--- src/rtl/pipe_rca_pkg.sv ---
// pipe_rca_pkg: shared stage control type and chunk sizing for the pipelined ripple-carry adder
package pipe_rca_pkg;
  typedef struct packed {
    logic valid;
    logic carry;
    logic sub;
  } stage_ctl_t;
  function automatic int chunk_w(input int w, input int stages);
    return w / stages;
  endfunction
endpackage

--- src/rtl/pipe_rca_adder_if.sv ---
// pipe_rca_adder_if: operand/result stream bundle; the sub signal exists only with PIPE_RCA_SUB_EN
interface pipe_rca_adder_if
  import pipe_rca_pkg::*;
#(
  parameter int W = 8
);
  logic in_valid, in_ready, cin, out_valid, out_ready;
  logic [W-1:0] a, b;
  logic [W:0] sum;
`ifdef PIPE_RCA_SUB_EN
  logic sub;
  modport master (output in_valid, a, b, cin, sub, out_ready, input in_ready, out_valid, sum);
  modport slave (input in_valid, a, b, cin, sub, out_ready, output in_ready, out_valid, sum);
`else
  modport master (output in_valid, a, b, cin, out_ready, input in_ready, out_valid, sum);
  modport slave (input in_valid, a, b, cin, out_ready, output in_ready, out_valid, sum);
`endif
endinterface

--- src/rtl/pipe_rca_stage.sv ---
// pipe_rca_stage: one C-bit ripple slice with its result/control registers and advance logic
module pipe_rca_stage
  import pipe_rca_pkg::*;
#(
  parameter int C = 4
) (
  input  logic       clk,
  input  logic       rst_n,
  input  stage_ctl_t ci,
  input  logic [C-1:0] a_c,
  input  logic [C-1:0] b_c,
  input  logic       nxt,
  output logic       rdy,
  output stage_ctl_t cq,
  output logic [C-1:0] s_q
);
  logic [C:0] add;
  assign rdy = ~cq.valid | nxt;
  assign add = {1'b0, a_c} + {1'b0, ci.sub ? ~b_c : b_c} + {{C{1'b0}}, ci.carry};
  // Data only moves with a real beat, so the last result stays visible after out_valid drops
  always_ff @(posedge clk or negedge rst_n)
    if (!rst_n) begin
      cq <= '0;
      s_q <= '0;
    end else if (rdy) begin
      cq.valid <= ci.valid;
      if (ci.valid) begin
        cq.carry <= add[C];
        cq.sub <= ci.sub;
        s_q <= add[C-1:0];
      end
    end
endmodule

--- src/rtl/pipe_rca_adder.sv ---
// pipe_rca_adder: W-bit ripple-carry add pipelined over STAGES chunk slices with valid/ready flow control
// PIPE_RCA_SUB_EN adds a sub input that turns the operation into a - b (sum[W]=1 means no borrow)
module pipe_rca_adder
  import pipe_rca_pkg::*;
#(
  parameter int W = 8,
  parameter int STAGES = 2
) (
  input logic clk,
  input logic rst_n,
  pipe_rca_adder_if.slave io
);
  localparam int C = chunk_w(W, STAGES);
  logic sub0;
  if (STAGES < 1 || STAGES > W || W % STAGES != 0) begin : g_bad
    $error("pipe_rca_adder: W must be a multiple of STAGES with 1 <= STAGES <= W");
  end
`ifdef PIPE_RCA_SUB_EN
  assign sub0 = io.sub;
`else
  assign sub0 = 1'b0;
`endif
  for (genvar k = 0; k < STAGES; k++) begin : g_st
    logic [W-k*C-1:0] a_in, b_in;
    logic [(k+1)*C-1:0] sw;
    logic [C-1:0] s_c;
    stage_ctl_t ci, cq;
    logic rdy, nxt;
    if (k == 0) begin : g_src
      assign a_in = io.a;
      assign b_in = io.b;
      assign ci = '{valid: io.in_valid, carry: sub0 | io.cin, sub: sub0};
      assign sw = s_c;
    end else begin : g_src
      logic [k*C-1:0] lo_q;
      assign a_in = g_st[k-1].g_up.a_q;
      assign b_in = g_st[k-1].g_up.b_q;
      assign ci = g_st[k-1].cq;
      assign sw = {s_c, lo_q};
      always_ff @(posedge clk or negedge rst_n)
        if (!rst_n) lo_q <= '0;
        else if (rdy && ci.valid) lo_q <= g_st[k-1].sw;
    end
    // Operand bits not yet consumed ride along with the beat to later slices
    if (k < STAGES - 1) begin : g_up
      logic [W-(k+1)*C-1:0] a_q, b_q;
      assign nxt = g_st[k+1].rdy;
      always_ff @(posedge clk or negedge rst_n)
        if (!rst_n) begin
          a_q <= '0;
          b_q <= '0;
        end else if (rdy && ci.valid) begin
          a_q <= a_in[W-k*C-1:C];
          b_q <= b_in[W-k*C-1:C];
        end
    end else begin : g_last
      assign nxt = io.out_ready;
    end
    pipe_rca_stage #(.C(C)) u_stage (
      .clk(clk),
      .rst_n(rst_n),
      .ci(ci),
      .a_c(a_in[C-1:0]),
      .b_c(b_in[C-1:0]),
      .nxt(nxt),
      .rdy(rdy),
      .cq(cq),
      .s_q(s_c)
    );
  end
  // in_ready ripples combinationally back from out_ready through the stage ready chain
  assign io.in_ready = g_st[0].rdy;
  assign io.out_valid = g_st[STAGES-1].cq.valid;
  assign io.sum = {g_st[STAGES-1].cq.carry, g_st[STAGES-1].sw};
endmodule

--- src/flat_wrapper.sv ---
// flat-port wrapper written by rule: the top's interface ports become plain ports
module pipe_rca_adder_flat import pipe_rca_pkg::*;
#(
  parameter int W = 8,
  parameter int STAGES = 2
)
  (clk, rst_n, io_in_valid, io_a, io_b, io_cin, io_out_ready, io_in_ready, io_out_valid, io_sum);
  pipe_rca_adder_if #(.W(W)) io_i ();
  input logic clk;
  input logic rst_n;
  input wire logic [$bits(io_i.in_valid)-1:0] io_in_valid;
  input wire logic [$bits(io_i.a)-1:0] io_a;
  input wire logic [$bits(io_i.b)-1:0] io_b;
  input wire logic [$bits(io_i.cin)-1:0] io_cin;
  input wire logic [$bits(io_i.out_ready)-1:0] io_out_ready;
  output wire logic [$bits(io_i.in_ready)-1:0] io_in_ready;
  output wire logic [$bits(io_i.out_valid)-1:0] io_out_valid;
  output wire logic [$bits(io_i.sum)-1:0] io_sum;
  assign io_i.in_valid = io_in_valid;
  assign io_i.a = io_a;
  assign io_i.b = io_b;
  assign io_i.cin = io_cin;
  assign io_i.out_ready = io_out_ready;
  assign io_in_ready = io_i.in_ready;
  assign io_out_valid = io_i.out_valid;
  assign io_sum = io_i.sum;
  pipe_rca_adder #(.W(W), .STAGES(STAGES)) u_core (.clk(clk), .rst_n(rst_n), .io(io_i));
endmodule
--- config.mk ---
export PLATFORM = sky130hd
export DESIGN_NAME = pipe_rca_adder_flat
export DESIGN_NICKNAME = d
export VERILOG_FILES = /design/src/rtl/pipe_rca_pkg.sv /design/src/rtl/pipe_rca_adder_if.sv /design/src/rtl/pipe_rca_stage.sv /design/src/rtl/pipe_rca_adder.sv /design/src/flat_wrapper.sv
export SDC_FILE = /design/constraint.sdc
export NUM_CORES = 1
export LEC_CHECK = 0
export BUFFER_PORTS_ARGS = -buffer_cell sky130_fd_sc_hd__buf_2
export CELL_PAD_IN_SITES_DETAIL_PLACEMENT = 0
export CELL_PAD_IN_SITES_GLOBAL_PLACEMENT = 2
export CORE_ASPECT_RATIO = 1.2
export CORE_MARGIN = 2
export CORE_UTILIZATION = 36
export DETAILED_ROUTE_END_ITERATION = 10
export GPL_TIMING_DRIVEN = 0
export PLACE_DENSITY_LB_ADDON = 0.1
export SLEW_MARGIN = 20
export SYNTH_ARGS = -nofsm -noshare
export SYNTH_HDL_FRONTEND = slang
export SYNTH_SLANG_ARGS = --single-unit
--- constraint.sdc ---
create_clock -name clk -period 2.8 [get_ports clk]
set_input_delay 0.42 -clock clk [delete_from_list [all_inputs] [get_ports clk]]
set_output_delay 0.42 -clock clk [all_outputs]
set_load 0.01 [all_outputs]
Yosys cells after proc, flatten, opt, wreduce, memory -nomap -nowiden
Index checks and enable logic that the tools add are counted.
{ "word_totals": {"in_bits": 21, "mem_bits_rw": 0, "rom_bits": 0, "register_bits": 24, "elab_cells": 21, "n_memories": 0, "latchBits": 0} }
{ "op_classes": {"muxes": 0, "mul": 0, "bitwise_logic": 4, "addsub": 4, "n_div": 0, "reduce_logical": 4, "n_eq_ne": 0, "magnitude_cmp": 0, "n_shift": 0} }
{ "op_table": {"columns": ["operator", "n"], "rows": [
  ["$add 4x4->5", 2],
  ["$add 5x1->5", 2],
  ["$reduce_and 2->1", 2],
  ["$logic_and 1x1->1", 2],
  ["$not 1->1", 2],
  ["$or 1x1->1", 2]
]} }

Longest topological paths before layout
Gate-level depths: netlist (run 1).
{ "depth": {"word_depth": 4, "depth_mapped": 6, "ltp_nobuf": 6} }

Modules after synthesis
A second synthesis (run 1) with hierarchy kept.
{ "unflattened": {"cells_unflattened": 111, "hier_area_um2": 1360.1} }
{ "by_module_without_submodules": {"columns": ["mod", "seq_area_each_um2", "instances", "area_per_inst_um2", "cells_each"], "rows": [
  ["pipe_rca_stage", 175.2, 2, 455.4, 42],
  ["pipe_rca_adder", 300.3, 1, 449.2, 27]
]} }

Worst setup path before layout (run 1)
Ideal clock, no wire load.
{ "synth_timing": {"path_type": "reg-to-reg", "startpoint": "register u_core.g_st[0].g_up.b_q[0]", "endpoint": "register u_core.g_st[1].u_stage.s_q[2]", "arrival_ns": 1.573, "period_less_slack_ns": 1.698, "setup_ns": 0.125, "path_slack_ns": 1.102, "stages_incl_launch_ff": 6, "path_buffers": 0, "cell_sequence": "dfrtp_1 inv_1 fa_1 fa_1 xnor2_1 mux2_2"} }
{ "synth_between": {"elab_chain_cells": 2} }
{ "synth_lines": {"columns": ["element", "line_no", "source"], "rows": [
  ["from (decl)", "pipe_rca_adder.sv:46", "logic [W-(k+1)*C-1:0] a_q, b_q;"],
  ["from (signal assigned)", "pipe_rca_adder.sv:54", "b_q <= b_in[W-k*C-1:C];"],
  ["$add 4x4->5", "pipe_rca_stage.sv:19", "assign add = {1'b0, a_c} + {1'b0, ci.sub ? ~b_c : b_c} + {{C{1'b0}}, ci.carry};"],
  ["$add 5x1->5", "pipe_rca_stage.sv:19", null],
  ["to (signal assigned)", "pipe_rca_stage.sv:30", "s_q <= add[C-1:0];"],
  ["to (decl)", "pipe_rca_stage.sv:15", "output logic [C-1:0] s_q"]
]} }
Every way passes these cells.
A chain may end at the register's enable or synchronous reset.

Worst setup path in the final report (run 1)
Ends and elaborated chain as after synthesis.

==> results of run 1 <==
[synth_stat cells]
| master | instances |
|---|---|
| nand3_1 | 2 |
| a21oi_1 | 3 |
| mux2i_1 | 2 |
| inv_1 | 14 |
| nand2_4 | 1 |
| o311ai_0 | 1 |
| nand2_2 | 1 |
| inv_6 | 1 |
| o2111ai_1 | 1 |
| ha_1 | 6 |
| fa_1 | 4 |
| clkbuf_1 | 1 |
| and3b_4 | 1 |
| nand2_1 | 1 |
| and3b_1 | 2 |
| a21boi_0 | 1 |
| mux2_4 | 7 |
| a21o_1 | 1 |
| o31ai_1 | 1 |
| a41oi_1 | 2 |
| mux2_2 | 7 |
| a21bo_2 | 1 |
| xor2_1 | 1 |
| o21ai_0 | 7 |
| nand2b_1 | 2 |
| dfrtp_1 | 24 |
| buf_6 | 2 |
| nor2b_1 | 2 |
| xnor2_1 | 1 |
[worst paths after layout]
check / depth (start not counted) / to
setup / recovery: 5 / u_core.g_st[1].u_stage.s_q[2]
hold / removal: 1 / u_core.g_st[0].g_up.b_q[3]
setup reg to reg: 5 / u_core.g_st[1].u_stage.s_q[2]
hold reg to reg: 1 / u_core.g_st[1].g_src.lo_q[0]
max in group asynchronous: 1 / u_core.g_st[1].u_stage.cq[1]
min in group clk: 2 / u_core.g_st[0].g_up.b_q[0]
[flip-flops by register name, summed over array words and instances, names as in the netlist]
register / count
u_core.g_st.u_stage.s_q: 8
u_core.g_st.u_stage.cq: 4
u_core.g_st.g_up.b_q: 4
u_core.g_st.g_up.a_q: 4
u_core.g_st.g_src.lo_q: 4
[stage by stage]
step | instance area [µm²] | power [µW] | instances
after global placement | 1470 | 808 | 168
after global routing | 1510 | 1090 | 171
after detailed placement | 1470 | 822 | 168
after CTS | 1510 | 1030 | 171
final | 1510 | 1000 | 171
after floorplan | 1270 | 696 | 100
[cells in the final DEF (no fill, tap or decap), types with 2 or more instances in the layout]
cell type  instances
nand3_1            2
fa_1               4
ha_1               6
a41oi_1            2
inv_1             14
clkbuf_8           3
buf_2             31
mux2_2             7
o21ai_0            7
mux2_4             7
mux2i_1            2
nand2b_1           2
a21oi_1            3
dfrtp_1           24
nor2b_1            2
buf_6              2
and3b_1            2
[worst register-to-register path: cells and delay by family (launching register included)]
family	cells	cell delay, ns
buf+inv	1	0.06
xor+xnor	1	0.15
mux	1	0.26
flops	1	0.35
fa+ha+maj	2	0.91
[kinds of logic (layout without fill, tap and decap cells)]
kind of cell | after synthesis | count (layout) | synth area share, %
compound gates | 18 | 18 | 9.27
xor+xnor | 2 | 2 | 1.38
fa+ha+maj | 10 | 10 | 12.2
buf+inv | 18 | 52 | 6.90
flops | 24 | 24 | 47.3
mux | 16 | 16 | 16.1
simple gates | 12 | 12 | 6.80
[cell type report]
| class | count | area [µm²] |
|---|---|---|
| clock buffer | 3 | 41.3 |
| timing repair buffer | 31 | 155 |
| fill | 340 | 1860 |
| buffer | 3 | 26.3 |
| inverter | 15 | 61.3 |
| sequential | 24 | 601 |
| multi-input combinational | 58 | 581 |
| tap | 37 | 46.3 |
[power by group through the flow]
stage | combinational [µW] | clock, µW | sequential, µW
floorplan | 191 | 0 | 505
global placement | 328 | 0 | 481
detailed placement | 338 | 0 | 484
CTS | 339 | 211 | 477
global route | 378 | 229 | 487
finish | 329 | 197 | 475
[per-layer routing]
metal / up-vias / track usage, % / share of wire, %
li1: 407 / - / -
met1: 416 / 16.9 / 45
met2: 22 / 21.5 / 49
met3: 2 / 2.25 / 4.3
met4: 0 / 5.43 / 0.93
met5: - / 0 / 0
==> flow_summary_export.csv, run 1 <==
group,metric,value,unit
run_status,status,"finished, final reports clean",
global_routing,grt_pass1_vias,873,
setup_path,start_kind,"register",
layout,nets,167,
drt,wl_per_cell,13.2,µm
setup_path,cpPeakStageDelay,0.48,ns
setup_path,crit_family,"adder cells",
sta,setup_slack,0.954,ns
clock_network,cts_tree,"built",
pwr,power_leakage,0.000772,µW
setup_path,cp_max_fo,2,
layout,area_growth_syn_to_layout,19.1,%
drt,vias_per_cell,4.95,
setup_path,crit_type,"reg2reg",
sta,setup-tns-final,0,ns
pwr,power_density,662,nW/µm²
clock_network,cts.sinks,24,
clock_network,numCtsBuffers,3,
sta,hold-worst-slack,0.132,ns
pwr,pwr-share-clk,19.7,%
setup_path,cp-end-kind,"register",
synth,post_synth_num_cell_types,29,
synth,syn_inst,100,
pwr,internal_power,703,µW
setup_path,path_cells,"inv_1 > fa_1 > fa_1 > xnor2_1 > mux2_2",
clock_network,post_cts_buffers,0,
placement,portBuffers,31,
clock_network,clk_pin_slew,0.08,ns
sta,finalSetupViolations,0,
drt,drc_errors,0,
clock_network,cts-root-buf,"clkbuf_8",
die,fp-row-count,23,
sta,min_period,1.85,ns
setup_path,worst_ep_required_time,2.95,ns
sta,finalCritPeriodShare,65.9,%
clock_network,ctsHoldBuffers,0,
die,dieWidth,58.2,µm
placement,pre_cts_ws,0.986,ns
synth,yosysTopAreaCell,"dfrtp_1",
setup_path,startpoint,"u_core.g_st[0].g_up.b_q[0]",
layout,final_util,44.9,%
clock_network,clkLatencyLatePin,0.26,ns
synth,synth_nets,131,
die,coreArea,3370,µm²
global_routing,grt_pass1_wl,4.05,mm
pwr,comb_power_share,32.9,%
layout,drive_above_1_share,41.0,%
clock_network,cts_resized,0,
setup_path,cp_common_cell,"fa_1",
hold_path,worstHoldPathType,"in2async",
global_routing,antenna_found_initial,0,
setup_path,cp_num_buf_inv,1,
drt,ant_nets,0,
setup_path,slowest_stage,"fa_1",
synth,synth_top_area_share,47.3,%
pwr,pwr-share-seq,47.4,%
sta,clock_skew,0.00255,ns
pwr,vdd_drop_max,0.317,mV
synth,syn-cell-area,1270,µm²
drt,drtPass1Iterations,4,
drt,finalWirelength,2.26,mm
clock_network,clockBufferDepth,2,
sta,finalHoldViolCount,0,
placement,hpwl,1.76,mm
pwr,p_sw_share,29.8,%
die,dieArea,4020,µm²
setup_path,rrSetupSlack,0.95,ns
sta,max-slew-margin-rel,64.4,%
die,start_util,37.7,%
synth,synth_area_leaders,"dfrtp_1 (47%), mux2_4 (8.3%), fa_1 (6.3%), mux2_2 (6.2%), ha_1 (5.9%)",
sta,fmax,0.542,GHz
synth,yosysWarnings,0,
synth,avgSynthCellArea,12.7,µm²
global_routing,grt_max_degree,25,
setup_path,rr_startpoint,"u_core.g_st[0].g_up.b_q[0]",
global_routing,grt.overflow.total,0,
die,dieHeight,69.0,µm
sta,rsz0062_at_grt,"no",
drt,drt_iter0_drc,21,
global_routing,grt_use_total,13.1,%
clock_network,htreeDepth,1,
synth,seq_area_frac_synth,47.3,%
synth,ys_seq_elements,24,
placement,gp_congestion,0.688,
setup_path,cp.arrival,2.00,ns
layout,diodes,0,
flow_run,max_cap_viol_count,0,
sta,drv_slew,0,
pwr,p_sw,299,µW
drt,vias,847,
die,ioPinCount,32,
sta,worst_pin_slew,0.535,ns
Power figures use the tool's default switching activity.
==> run 2: changes to the inputs <==
- CORE_UTILIZATION: 36 -> 30
- clock period: 2.8 -> 1.5 ns (I/O delays scaled with it)
==> run 2 against run 1 <==
  * The run now ends with negative setup slack left
  * Sequential share of layout area down 1.4 points
  * Count of clock-buffer cells in the layout increased by 1
  * Clock power rose by 120%
  * Non-clock buffer count up 1
  * Sequential power rose by 88%
  * Wire length up 4.9%
  * Clock skew grew 0.0029 ns
  * Design area rose by 3.6%
  * Highest routed layer unchanged
==> flow_summary_export.csv, run 2 (same netlist as run 1, synthesis figures left out) <==
group,metric,value,unit
run_status,status,"finished with violations",
run_status,failed_checks,"negative setup slack",
die,dieHeight,75.2,µm
sta,worst_pin_slew,0.534,ns
die,coreArea,4000,µm²
sta,finalSetupViolations,3,
sta,finalHoldViolCount,0,
setup_path,cp_max_fo,2,
clock_network,cts.sinks,24,
drt,vias,833,
setup_path,ff2ff_path_depth,5,
setup_path,start_kind,"register",
placement,gp_congestion,0.720,
setup_path,path_cells,"inv_2 > fa_2 > fa_2 > xnor2_1 > mux2_2",
clock_network,clockBufferDepth,2,
setup_path,cp.arrival,1.83,ns
setup_path,worst_ep_required_time,1.65,ns
global_routing,antenna_found_initial,0,
placement,hpwl,1.85,mm
drt,drc_errors,0,
setup_path,slowest_stage,"fa_2",
drt,wl_per_cell,12.5,µm
pwr,power_leakage,0.000783,µW
drt,ant_nets,0,
setup_path,rrSetupSlack,-0.18,ns
sta,min_period,1.68,ns
setup_path,r2r_end,"u_core.g_st[1].u_stage.s_q[2]",
flow_run,max_cap_viol_count,0,
drt,drtPass1Iterations,4,
setup_path,cp_num_cells,5,
hold_path,min_from,"io_a[7]",
clock_network,clk_pin_slew,0.09,ns
sta,drv_slew,0,
layout,largest_register_ffs,8,
die,fp-row-count,25,
setup_path,cpPeakStageDelay,0.41,ns
pwr,comb_power_share,31.7,%
pwr,internal_power,1370,µW
die,start_util,31.7,%
setup_path,crit_end,"u_core.g_st[1].u_stage.s_q[2]",
global_routing,grt_pass1_wl,3.99,mm
layout,multi_input_area,586,µm²
global_routing,grt_pass1_vias,907,
layout,nets,168,
sta,setup_slack,-0.178,ns
pwr,vdd_drop_max,0.320,mV
die,dieArea,4770,µm²
layout,layout_commonest_cell,"buf_2",
setup_path,crit_type,"reg2reg",
clock_network,post_cts_buffers,0,
layout,diodes,0,
global_routing,grt_max_degree,25,
pwr,p_sw_share,29.6,%
drt,vias_per_cell,4.38,
layout,stdcell_area,1570,µm²
pwr,power_density,1250,nW/µm²
layout,regArea,601,µm²
clock_network,numCtsBuffers,3,
clock_network,clkLatencyLatePin,0.26,ns
pwr,pwr-share-clk,22.5,%
layout,fillers,426,
placement,place_area,1500,µm²
setup_path,rr_startpoint,"u_core.g_st[0].g_up.b_q[0]",
setup_path,cp_num_buf_inv,1,
die,ioPinCount,32,
hold_path,worstHoldPathType,"in2reg",
drt,drt_iter0_drc,48,
pwr,pwr-share-seq,45.8,%
global_routing,grt_use_total,11.2,%
hold_path,hold_depth,2,
clock_network,cts-root-buf,"clkbuf_8",
clock_network,htreeDepth,1,
pwr,p_sw,578,µW
placement,portBuffers,31,
sta,max-slew-margin-rel,64.4,%
sta,rsz0062_at_grt,"yes",
sta,setup-tns-final,-0.308,ns
layout,area_growth_syn_to_layout,23.4,%
layout,regMostFlops,"u_core.g_st.u_stage.s_q",
layout,final_cell_mix,"buf_2 (31), dfrtp_1 (24), inv_1 (13), mux2_4 (7), mux2_2 (7)",
setup_path,startpoint,"u_core.g_st[0].g_up.b_q[0]",
setup_path,cp_common_cell,"fa_2",
sta,clock_skew,0.00547,ns
sta,fmax,0.596,GHz
sta,finalCritPeriodShare,112,%
pwr,report.power.total,1950,µW
setup_path,cp-end-kind,"register",
die,dieWidth,63.4,µm
layout,drive_above_1_share,43.4,%
drt,finalWirelength,2.37,mm
clock_network,cts_tree,"built",
global_routing,grt.overflow.total,0,
setup_path,crit_family,"adder cells",
## run 2: power groups by stage
| stage | registers [µW] | clock network (µW) | logic, µW |
|---|---|---|---|
| 3_5_place_dp | 909 | 0 | 625 |
| 4_1_cts | 897 | 460 | 632 |
| 6_report | 894 | 439 | 619 |
| 2_1_floorplan | 942 | 0 | 361 |
| 5_1_grt | 919 | 477 | 696 |
| 3_3_place_gp | 900 | 0 | 616 |
## run 2: repair_timing
item / 4_1_cts / 5_1_grt
endpoints found under the hold margin: 24 / 0
hold buffers: 1 / 0
gates resized for setup: 2 / 2
endpoints found under the setup margin: 3 / 8
pin swaps: 2 / 2
## run 2: worst min path at each step
stage	end	slack [ns]
floorplan	u_core.g_st[0].g_up.a_q[0]	-0.07
global placement	u_core.g_st[0].g_up.b_q[3]	0.24
detailed placement	u_core.g_st[0].g_up.a_q[3]	0.25
CTS	u_core.g_st[0].g_up.a_q[1]	0.18
global route	u_core.g_st[0].g_up.a_q[0]	0.18
finish	u_core.g_st[0].g_up.a_q[3]	0.19
## run 2: metrics by stage
stage | std cells | utilization, % | setup slack, ns | hold WS (ns)
3_5_place_dp | 185 | 37.4 | -0.185 | 0.250
4_1_cts | 190 | 39.0 | -0.192 | 0.179
2_1_floorplan | 100 | - | -0.0922 | -0.0706
3_3_place_gp | 185 | 37.4 | -0.170 | 0.243
5_1_grt | 190 | 39.1 | -0.238 | 0.181
6_report | 190 | 39.1 | -0.178 | 0.185
## run 2: worst register-to-register path, stage by stage, from the launching register on
cell	delay [ns]
dfrtp_1	0.37
inv_2	0.05
fa_2	0.41
fa_2	0.37
xnor2_1	0.13
mux2_2	0.25
## run 2: layout make-up
cell class                      instances  area share [%]
Inverter                               15            3.92
Buffer                                  3            1.92
Timing Repair Buffer                   32            10.6
Tap cell                               54            4.32
Clock buffer                            4            3.52
Sequential cell                        24            38.4
Multi-Input combinational cell         58            37.4
## run 2: per-layer routing
layer,vias up,share of wire (%),GRT usage [%],wire length [µm]
met3,2,3.4,1.79,80
met5,-,0,0,0
met4,0,1.1,5.80,25
li1,411,-,-,-
met2,18,54,20.8,1270
met1,402,42,12.5,990
